**src/rtl/screen_sequencer_pkg.sv**
```systemverilog
// Shared constants for the screen sequencer: screen IDs, FSM state
// encodings and the default framebuffer size.
`ifndef DISP_ADDR_WIDTH
`define DISP_ADDR_WIDTH 17
`endif

package screen_pkg;

  // Screen IDs; also the bit index of each screen in the packed buses.
  localparam logic [1:0] SCR_MENU = 2'd0;
  localparam logic [1:0] SCR_GAME = 2'd1;
  localparam logic [1:0] SCR_WIN  = 2'd2;
  localparam logic [1:0] SCR_LOSE = 2'd3;

  // Sequencer FSM encodings.
  localparam logic [1:0] ST_CLEAR  = 2'd0;
  localparam logic [1:0] ST_SETTLE = 2'd1;
  localparam logic [1:0] ST_RUN    = 2'd2;

  // 320x240 framebuffer.
  localparam int DEFAULT_FB_PIXELS = 76800;

endpackage

```
**src/rtl/screen_sequencer_if.sv**
```systemverilog
// Screen-side bus of the sequencer: packed per-screen write ports and done
// pulses in, per-screen resets and the shared framebuffer port out.
interface screen_sequencer_if #(
  parameter int ADDR_W = `DISP_ADDR_WIDTH
);
  logic [3:0]          scr_fb_we;
  logic [4*ADDR_W-1:0] scr_fb_addr;
  logic [4*32-1:0]     scr_fb_wdata;
  logic [3:0]          scr_done;
  logic                game_won;
  logic [3:0]          scr_rst_n;
  logic [1:0]          active_screen;
  logic                fb_we;
  logic [ADDR_W-1:0]   fb_addr;
  logic [31:0]         fb_wdata;

  // Screens plus framebuffer side (drives the screen inputs).
  modport master (
    output scr_fb_we, scr_fb_addr, scr_fb_wdata, scr_done, game_won,
    input  scr_rst_n, active_screen, fb_we, fb_addr, fb_wdata
  );

  // The sequencer itself.
  modport slave (
    input  scr_fb_we, scr_fb_addr, scr_fb_wdata, scr_done, game_won,
    output scr_rst_n, active_screen, fb_we, fb_addr, fb_wdata
  );
endinterface

```
**src/rtl/screen_sequencer_fb_clear_counter.sv**
```systemverilog
// Address generator for the framebuffer zero-fill sweep. Comes out of reset
// already sweeping; afterwards a sweep is launched by a one-cycle start.
module fb_clear_counter
  import screen_pkg::*;
#(
  parameter  int FB_PIXELS = DEFAULT_FB_PIXELS,
  localparam int CNT_W     = (FB_PIXELS > 1) ? $clog2(FB_PIXELS) : 1
) (
  input  logic             clk,
  input  logic             reset_n,
  input  logic             start,
  output logic [CNT_W-1:0] addr,
  output logic             busy,
  output logic             last
);

  logic [CNT_W-1:0] clr_cnt;
  logic             busy_q;

  assign addr = clr_cnt;
  assign busy = busy_q;
  // Compare explicitly; FB_PIXELS need not be a power of two.
  assign last = busy_q && (clr_cnt == CNT_W'(FB_PIXELS - 1));

  // Sweep 0..FB_PIXELS-1, one address per cycle, then park at 0 and go idle.
  // NOTE: state registers use non-blocking assignments so every flop samples
  // pre-edge values, independent of the order the always blocks evaluate.
  always_ff @(posedge clk or negedge reset_n) begin
    if (!reset_n) begin
      clr_cnt <= '0;
      busy_q  <= 1'b1;
    end else if (start) begin
      clr_cnt <= '0;
      busy_q  <= 1'b1;
    end else if (busy_q) begin
      if (last) begin
        clr_cnt <= '0;
        busy_q  <= 1'b0;
      end else begin
        clr_cnt <= clr_cnt + CNT_W'(1);
      end
    end
  end

endmodule

```
**src/rtl/screen_sequencer.sv**
```systemverilog
// Top-level screen controller: owns the framebuffer write port, sequences
// MENU -> GAME -> WIN/LOSE -> MENU, zero-fills the framebuffer between
// screens and keeps every inactive screen in reset.
module screen_sequencer
  import screen_pkg::*;
#(
  parameter int FB_PIXELS = DEFAULT_FB_PIXELS,
  parameter int ADDR_W    = `DISP_ADDR_WIDTH
) (
  input logic               clk,
  input logic               reset_n,
  screen_sequencer_if.slave bus
);

  localparam int CNT_W = (FB_PIXELS > 1) ? $clog2(FB_PIXELS) : 1;

  logic [1:0]        state;
  logic [1:0]        target;
  logic [1:0]        active_q;
  logic [3:0]        scr_rst_q;
  logic              fb_we_q;
  logic [ADDR_W-1:0] fb_addr_q;
  logic [31:0]       fb_wdata_q;

  logic              clr_start;
  logic              clr_busy;
  logic              clr_last;
  logic [CNT_W-1:0]  clr_addr;

  logic              sel_we;
  logic [ADDR_W-1:0] sel_addr;
  logic [31:0]       sel_wdata;
  logic              done_active;

  // Screen that follows the current one when it reports done.
  function automatic logic [1:0] next_screen(input logic [1:0] cur,
                                             input logic       won);
    case (cur)
      SCR_MENU: return SCR_GAME;
      SCR_GAME: return won ? SCR_WIN : SCR_LOSE;
      default:  return SCR_MENU;
    endcase
  endfunction

  fb_clear_counter #(.FB_PIXELS(FB_PIXELS)) u_clear (
    .clk     (clk),
    .reset_n (reset_n),
    .start   (clr_start),
    .addr    (clr_addr),
    .busy    (clr_busy),
    .last    (clr_last)
  );

  // Select the active screen's write port and done bit; others are ignored.
  // NOTE: every output gets a value before any condition, so no latch forms.
  always_comb begin
    sel_we      = bus.scr_fb_we[active_q];
    sel_addr    = bus.scr_fb_addr[int'(active_q) * ADDR_W +: ADDR_W];
    sel_wdata   = bus.scr_fb_wdata[int'(active_q) * 32 +: 32];
    done_active = (state == ST_RUN) && bus.scr_done[active_q];
  end

  assign clr_start = done_active;

  // FSM plus registered framebuffer port, screen resets and active ID.
  always_ff @(posedge clk or negedge reset_n) begin
    if (!reset_n) begin
      state      <= ST_CLEAR;
      target     <= SCR_MENU;
      active_q   <= SCR_MENU;
      scr_rst_q  <= 4'b0000;
      fb_we_q    <= 1'b0;
      fb_addr_q  <= '0;
      fb_wdata_q <= '0;
    end else begin
      case (state)
        ST_CLEAR: begin
          fb_we_q    <= clr_busy;
          fb_addr_q  <= ADDR_W'(clr_addr);
          fb_wdata_q <= '0;
          scr_rst_q  <= 4'b0000;
          if (clr_last) state <= ST_SETTLE;
        end
        ST_SETTLE: begin
          fb_we_q   <= 1'b0;
          scr_rst_q <= 4'b0001 << target;
          active_q  <= target;
          state     <= ST_RUN;
        end
        ST_RUN: begin
          if (done_active) begin
            // The write presented alongside done is dropped.
            fb_we_q   <= 1'b0;
            scr_rst_q <= 4'b0000;
            target    <= next_screen(active_q, bus.game_won);
            state     <= ST_CLEAR;
          end else begin
            fb_we_q    <= sel_we;
            fb_addr_q  <= sel_addr;
            fb_wdata_q <= sel_wdata;
          end
        end
        default: state <= ST_CLEAR;
      endcase
    end
  end

  assign bus.active_screen = active_q;
  assign bus.scr_rst_n     = scr_rst_q;
  assign bus.fb_we         = fb_we_q;
  assign bus.fb_addr       = fb_addr_q;
  assign bus.fb_wdata      = fb_wdata_q;

endmodule

```
**src/flat_wrapper.sv**
```systemverilog
// flat-port wrapper written by rule: the top's interface ports become plain ports
module screen_sequencer_flat import screen_pkg::*;
#(
  parameter int FB_PIXELS = DEFAULT_FB_PIXELS,
  parameter int ADDR_W    = `DISP_ADDR_WIDTH
)
  (clk, reset_n, bus_scr_fb_we, bus_scr_fb_addr, bus_scr_fb_wdata, bus_scr_done, bus_game_won, bus_scr_rst_n, bus_active_screen, bus_fb_we, bus_fb_addr, bus_fb_wdata);
  screen_sequencer_if #(.ADDR_W(ADDR_W)) bus_i ();
  input logic clk;
  input logic reset_n;
  input wire logic [$bits(bus_i.scr_fb_we)-1:0] bus_scr_fb_we;
  input wire logic [$bits(bus_i.scr_fb_addr)-1:0] bus_scr_fb_addr;
  input wire logic [$bits(bus_i.scr_fb_wdata)-1:0] bus_scr_fb_wdata;
  input wire logic [$bits(bus_i.scr_done)-1:0] bus_scr_done;
  input wire logic [$bits(bus_i.game_won)-1:0] bus_game_won;
  output wire logic [$bits(bus_i.scr_rst_n)-1:0] bus_scr_rst_n;
  output wire logic [$bits(bus_i.active_screen)-1:0] bus_active_screen;
  output wire logic [$bits(bus_i.fb_we)-1:0] bus_fb_we;
  output wire logic [$bits(bus_i.fb_addr)-1:0] bus_fb_addr;
  output wire logic [$bits(bus_i.fb_wdata)-1:0] bus_fb_wdata;
  assign bus_i.scr_fb_we = bus_scr_fb_we;
  assign bus_i.scr_fb_addr = bus_scr_fb_addr;
  assign bus_i.scr_fb_wdata = bus_scr_fb_wdata;
  assign bus_i.scr_done = bus_scr_done;
  assign bus_i.game_won = bus_game_won;
  assign bus_scr_rst_n = bus_i.scr_rst_n;
  assign bus_active_screen = bus_i.active_screen;
  assign bus_fb_we = bus_i.fb_we;
  assign bus_fb_addr = bus_i.fb_addr;
  assign bus_fb_wdata = bus_i.fb_wdata;
  screen_sequencer #(.FB_PIXELS(FB_PIXELS), .ADDR_W(ADDR_W)) u_core (.clk(clk), .reset_n(reset_n), .bus(bus_i));
endmodule
```
**config.mk**
```make
export PLATFORM = sky130hd
export DESIGN_NAME = screen_sequencer_flat
export DESIGN_NICKNAME = d
export VERILOG_FILES = /design/src/rtl/screen_sequencer_pkg.sv /design/src/rtl/screen_sequencer_if.sv /design/src/rtl/screen_sequencer_fb_clear_counter.sv /design/src/rtl/screen_sequencer.sv /design/src/flat_wrapper.sv
export SDC_FILE = /design/constraint.sdc
export NUM_CORES = 1
export LEC_CHECK = 0
export CORE_MARGIN = 1.5
export CORE_UTILIZATION = 36
export CTS_BUF_LIST = sky130_fd_sc_hd__clkbuf_4 sky130_fd_sc_hd__clkbuf_8
export CTS_CLUSTER_SIZE = 8
export DETAILED_ROUTE_END_ITERATION = 8
export PLACE_DENSITY = 0.83
export SETUP_SLACK_MARGIN = 0.15
export SYNTH_ARGS = -nofsm -noshare
export SYNTH_HDL_FRONTEND = slang
export SYNTH_SLANG_ARGS = --single-unit
```
**constraint.sdc**
```tcl
create_clock -name clk -period 1.8 [get_ports clk]
set_clock_uncertainty 0.1 [all_clocks]
set_input_delay 0.36 -clock clk [delete_from_list [all_inputs] [get_ports clk]]
set_output_delay 0.36 -clock clk [all_outputs]
set_load 0.05 [all_outputs]
```
# Word level (Yosys, flattened, before mapping)

Cells that the tools add are included.

Add/subtract/negate cells: 1
Multiply operators: 1
Div/mod/pow operators: 0
$lt $le $gt $ge: 1
Equal/unequal tests: 7
Shifts and indexed selects: 3
Mux-type cells: 23
Bitwise operators: 0
Reduce and logical (&&, ||, !) cells: 11

Operators with widths:

| cell                                                                   | number |
|---|---|
| 128-bit by 8-bit indexed part select with 32-bit output                | 1 |
| 17-bit two-way mux                                                     | 4 |
| 68-bit by 32-bit indexed part select with 17-bit output                | 1 |
| 32-bit case mux with 2 select lines                                    | 1 |
| 17-bit case mux with 2 select lines                                    | 1 |
| 32-bit two-way mux                                                     | 1 |
| 17-bit by 1-bit adder with 17-bit output (second input constant)       | 1 |
| 17-bit equality test (second input constant)                           | 1 |
| 4-bit case mux with 3 select lines                                     | 1 |
| 2-bit AND reduction                                                    | 4 |
| 2-bit by 5-bit multiplier with 7-bit output (second input constant)    | 1 |
| 1-bit two-way mux                                                      | 7 |
| 2-bit case mux with 3 select lines                                     | 1 |
| 1-bit binary-select mux with 2-bit select                              | 2 |
| 2-bit by 1-bit equality test with 1-bit output (second input constant) | 2 |
| 2-bit zero test                                                        | 2 |
| 2-bit two-way mux                                                      | 2 |
| 4-bit two-way mux                                                      | 1 |
| 2-bit by 1-bit != test with 1-bit output (second input constant)       | 2 |
| 2-bit case mux with 2 select lines                                     | 1 |
| 2-bit nonzero test                                                     | 2 |
| 1-bit by 2-bit << shifter with 4-bit output (first input constant)     | 1 |
| 2-bit by 3-bit < comparator with 1-bit output (second input constant)  | 1 |
| 1-bit case mux with 3 select lines                                     | 1 |
| other kinds (4)                                                        | 5 |

Bits in registers: 78
Bits in latches: 0
RAM bits: 0
Bits in read-only memories: 0
Input bits: 207
Output and inout port bits: 56
Logic and storage cells: 56
Memories kept: 0

# Depth between registers and ports, before layout

Depth in word-level cells: 5
Mapped depth: 7
Depth with buffers taken out: 6

# Cells and area by module

From an unflattened synthesis, not the netlist that was laid out.

Cells, all modules: 454
Area total of the unflattened synthesis: 5,222.5 um2

Modules (own cells, without submodules):

| module           | instances | cells an instance | area an instance (um2) | seq. area each (um2) |
|---|---|---|---|---|
| screen_sequencer | 1         | 343               | 4,195.3                | 1,501.4 |
| fb_clear_counter | 1         | 111               | 1,027.2                | 451.7 |

# Worst setup path before layout

OpenSTA, ideal clock, no wires.

Path type: flip-flop to flip-flop
Start: register u_core.active_q[0], in the netlist u_core.bus.active_screen[0]
End: register u_core.fb_wdata_q[17], in the netlist u_core.bus.fb_wdata[17]
Library setup time: 0.121 ns
Arrival time: 2.102 ns
Required time: 1.579 ns
Slack: -0.523 ns
Cell stages (with the launch flop): 5
Path buffers: 2
Period minus slack after synthesis: 2.323 ns
Cell sequence: dfrtp_1 -> buf_2 -> buf_1 -> mux4_2 -> a22o_1

Word-level cells in the longest chain between the ends: 5
Elaborated cells on any way between the ends: 8
Classes of those cells: eq/ne (1); shift (1); mux (4); reduce/logical (2)

RTL lines:

| element                                                                                         | RTL line                | text |
|---|---|---|
| start: declaration                                                                              | screen_sequencer.sv:19  | `logic [1:0] active_q;` |
| start signal: assignment                                                                        | screen_sequencer.sv:87  | `active_q <= target;` |
| branches (longest 5 deep; another with 128-bit by 8-bit indexed part select with 32-bit output) | --                      |  |
| end signal: assignment                                                                          | screen_sequencer.sv:100 | `fb_wdata_q <= sel_wdata;` |
| end: declaration                                                                                | screen_sequencer.sv:23  | `logic [31:0] fb_wdata_q;` |

Several ways; the timed one is not identified. The select of a mux whose other input is x is not followed.
A chain may end at the register's enable or synchronous reset.

# Worst setup path in the final report

Start: register u_core.active_q[0], in the netlist u_core.bus.active_screen[0]
End: register u_core.fb_wdata_q[11], in the netlist u_core.bus.fb_wdata[11]

Same word-level chain as after synthesis.

==> metrics <==
area grow syn2layout=90.2%; clock slew at reported path FFs=90 ps; endpoints failing hold=0; CP top delay family=multiplexers; TritonCTS Buffers=9; Hold Slack=393 ps; grt total ovfl=0; setup ws final=-172 ps; Arr. time, crit path=2170 ps; endpoints failing setup=71; final wirelength=18800 um; mean number of vias per cell=5.49; Area contributors post-synth=dfrtp_1 (42%), mux4_2 (25%), a22o_1 (6.1%), mux2i_1 (3.7%), nor2_1 (2.7%); CP endpoint kind=flop; min cycle time layout=1970 ps; Leakage=3.55 nW; WL/cell=21.6 um; largest area contributor in the synthesized netlist=dfrtp_1; DRC viols=0; failing checks=setup timing; register area=1960 sq um; Yosys top cell area share=41.6%; Routed Antenna Nets=0; Layout Nets=904; gr usage total=24.9%; port bufs=262; Clock Path Buffers=2; CP bufs+invs=3; Core ar.=12600 sq um; CTS root buf=clkbuf_8; Main synth FF type=dfrtp_1; unrepaired setup endpoints after global routing=true; die area=13500 sq um; largest net degree at the start of global routing=41; number of fill cells=843; outcome=finished with violations; initial core utilization=36.8%; Skew-Pair Late Insertion Delay=360 ps; Tot Pwr=6.17 mW; asr flop ratio synth=100%; power per cell area=701 nW/um^2; Net Count, Synth=576; synthesized cell area=4630 sq um; Synth Warn #=0; sequential area share after synthesis=42.2%; dpl cells=820; fin area=8800 sq um; Syn Inst Count=364; die width=116 um; critical path startpoint category=flop; crit share post-route=110%; CP max FO=6; Slew Limit Fails=0; DRT Pass-1 Iters=4; Yosys cell types=50; type of the worst setup path=reg -> reg; Post-synth EDFFs=0; Crit. path cell count=6; H-tree levels=3; antenna violations before repair=1; Worst Hold Class=in -> async; Slew Limit Headroom=63.8%; Max Clock Freq=507 MHz; Mapped Avg Cell Area=12.7 sq um; TritonCTS Sinks=78; via count=4783; WP data required=2000 ps; final non-filler cell total=871; vias in the first global route=4933; # IOs=263; CTS tree=yes; share of cells above drive strength 1=40.0%; DP HPWL=13200 um; top cells by count, synth=dfrtp_1 (77), mux4_2 (51), nor2_1 (33), a22o_1 (32); max_cap viols=0; CP max stage cell=mux4_2; Seq cells post-synth=78; area occupied by multi-input gates=2900 sq um; Placer Congestion=0.885; length in cells of the worst reg-to-reg path=6; count leader, synth=dfrtp_1; max incr delay on CP=560 ps; Area after DPL=7720 sq um; initial drt markers=281; Peak VDD IR=0.000362 V; die height=116 um; CP Cell Sequence=mux4_2 > buf_6 > nor2b_4 > buf_8 > clkbuf_16 > a22o_1; first-pass GRT wire length=25200 um; Slew @ Worst Pin=542 ps; Rows=41
## sequential cells by signal (all words and copies together), names as in the netlist
signal,flops
u_core.bus.fb_wdata,32
u_core.bus.fb_addr,17
u_core.u_clear.addr,17
u_core.bus.scr_rst_n,4
u_core.bus.active_screen,2
u_core.state,2
u_core.target,2
u_core.bus.fb_we,1
u_core.u_clear.busy,1
## path summary, 6_finish.rpt
check | start | endpoint | slack (ps)
setup reg to reg | u_core.bus.active_screen[0] | u_core.bus.fb_wdata[11] | -170
min in group clk | u_core.bus.fb_we | u_core.bus.fb_we | 410
max in group asynchronous | reset_n | u_core.bus.fb_wdata[20] | 640
hold / removal | reset_n | u_core.bus.fb_addr[14] | 390
hold reg to reg | u_core.bus.fb_we | u_core.bus.fb_we | 410
setup / recovery | u_core.bus.active_screen[0] | u_core.bus.fb_wdata[11] | -170
## per-stage QoR
stage | setup TNS, ps | utilization, % | worst slack, ps
after floorplan | -11430 | - | -220
after global placement | -25140 | 61.5 | -401
after detailed placement | -28320 | 61.5 | -485
after CTS | -4890 | 65.8 | -127
after global routing | -10730 | 70.0 | -215
final | -7830 | 70.0 | -172
## routing by layer
metal  vias up  wire length [um]  GRT usage (%)
li1       2094                 -              -
met4         0               620           10.7
met1      2362              6830           29.3
met5         -                 0              0
met3        46              1630           6.18
met2       281              9730           43.6
## placed cells by master, fill, tap and decap left out, types with 9 or more instances in the layout
| cell | n |
|---|---|
| a21oi_2 | 15 |
| buf_6 | 18 |
| clkdlybuf4s50_1 | 205 |
| nor2_4 | 13 |
| dfrtp_1 | 75 |
| a22o_1 | 32 |
| buf_4 | 102 |
| clkbuf_8 | 9 |
| mux4_2 | 51 |
| mux2i_1 | 14 |
| nor2_1 | 18 |
| buf_12 | 9 |
## area by class of cell
type	instances	area share (%)
timing repair buffer	347	39.7
multi-input combinational	248	32.9
antenna	2	0.0569
clock inverter	7	0.881
tap	172	2.44
inverter	8	0.341
sequential	78	22.2
clock buffer	9	1.41
## logic make-up (layout without fill, tap and decap cells)
kind of cell             after synthesis  after routing  synth area share (%)
multiplexers                          68             68                  28.5
other                                  0              2                     0
buffers and inverters                 39            371                  3.92
flip-flops                            78             78                  42.2
adder cells (fa/ha/maj)                5              5                  1.35
AND/OR/NAND/NOR                       78             78                  8.68
XOR/XNOR                              12             12                  2.27
AO/OA/AOI/OAI                         84             85                  13.1
## power by group
group | leakage [nW] | internal, mW | switching [mW]
registers | 1.05 | 1.98 | 0.220
clock network | 0.106 | 0.661 | 0.731
logic | 2.40 | 1.28 | 1.29
total | 3.55 | 3.92 | 2.25
## what timing repair did
action / CTS / global route
pin swaps: 20 / 36
endpoints found under the setup margin: 76 / 78
hold buffers: 1 / 0
cloned: 3 / 9
gates resized for setup: 45 / 59
setup buffers: 11 / 9
hold endpoints to repair: 29 / 0
(Power assumes the default switching activity.)
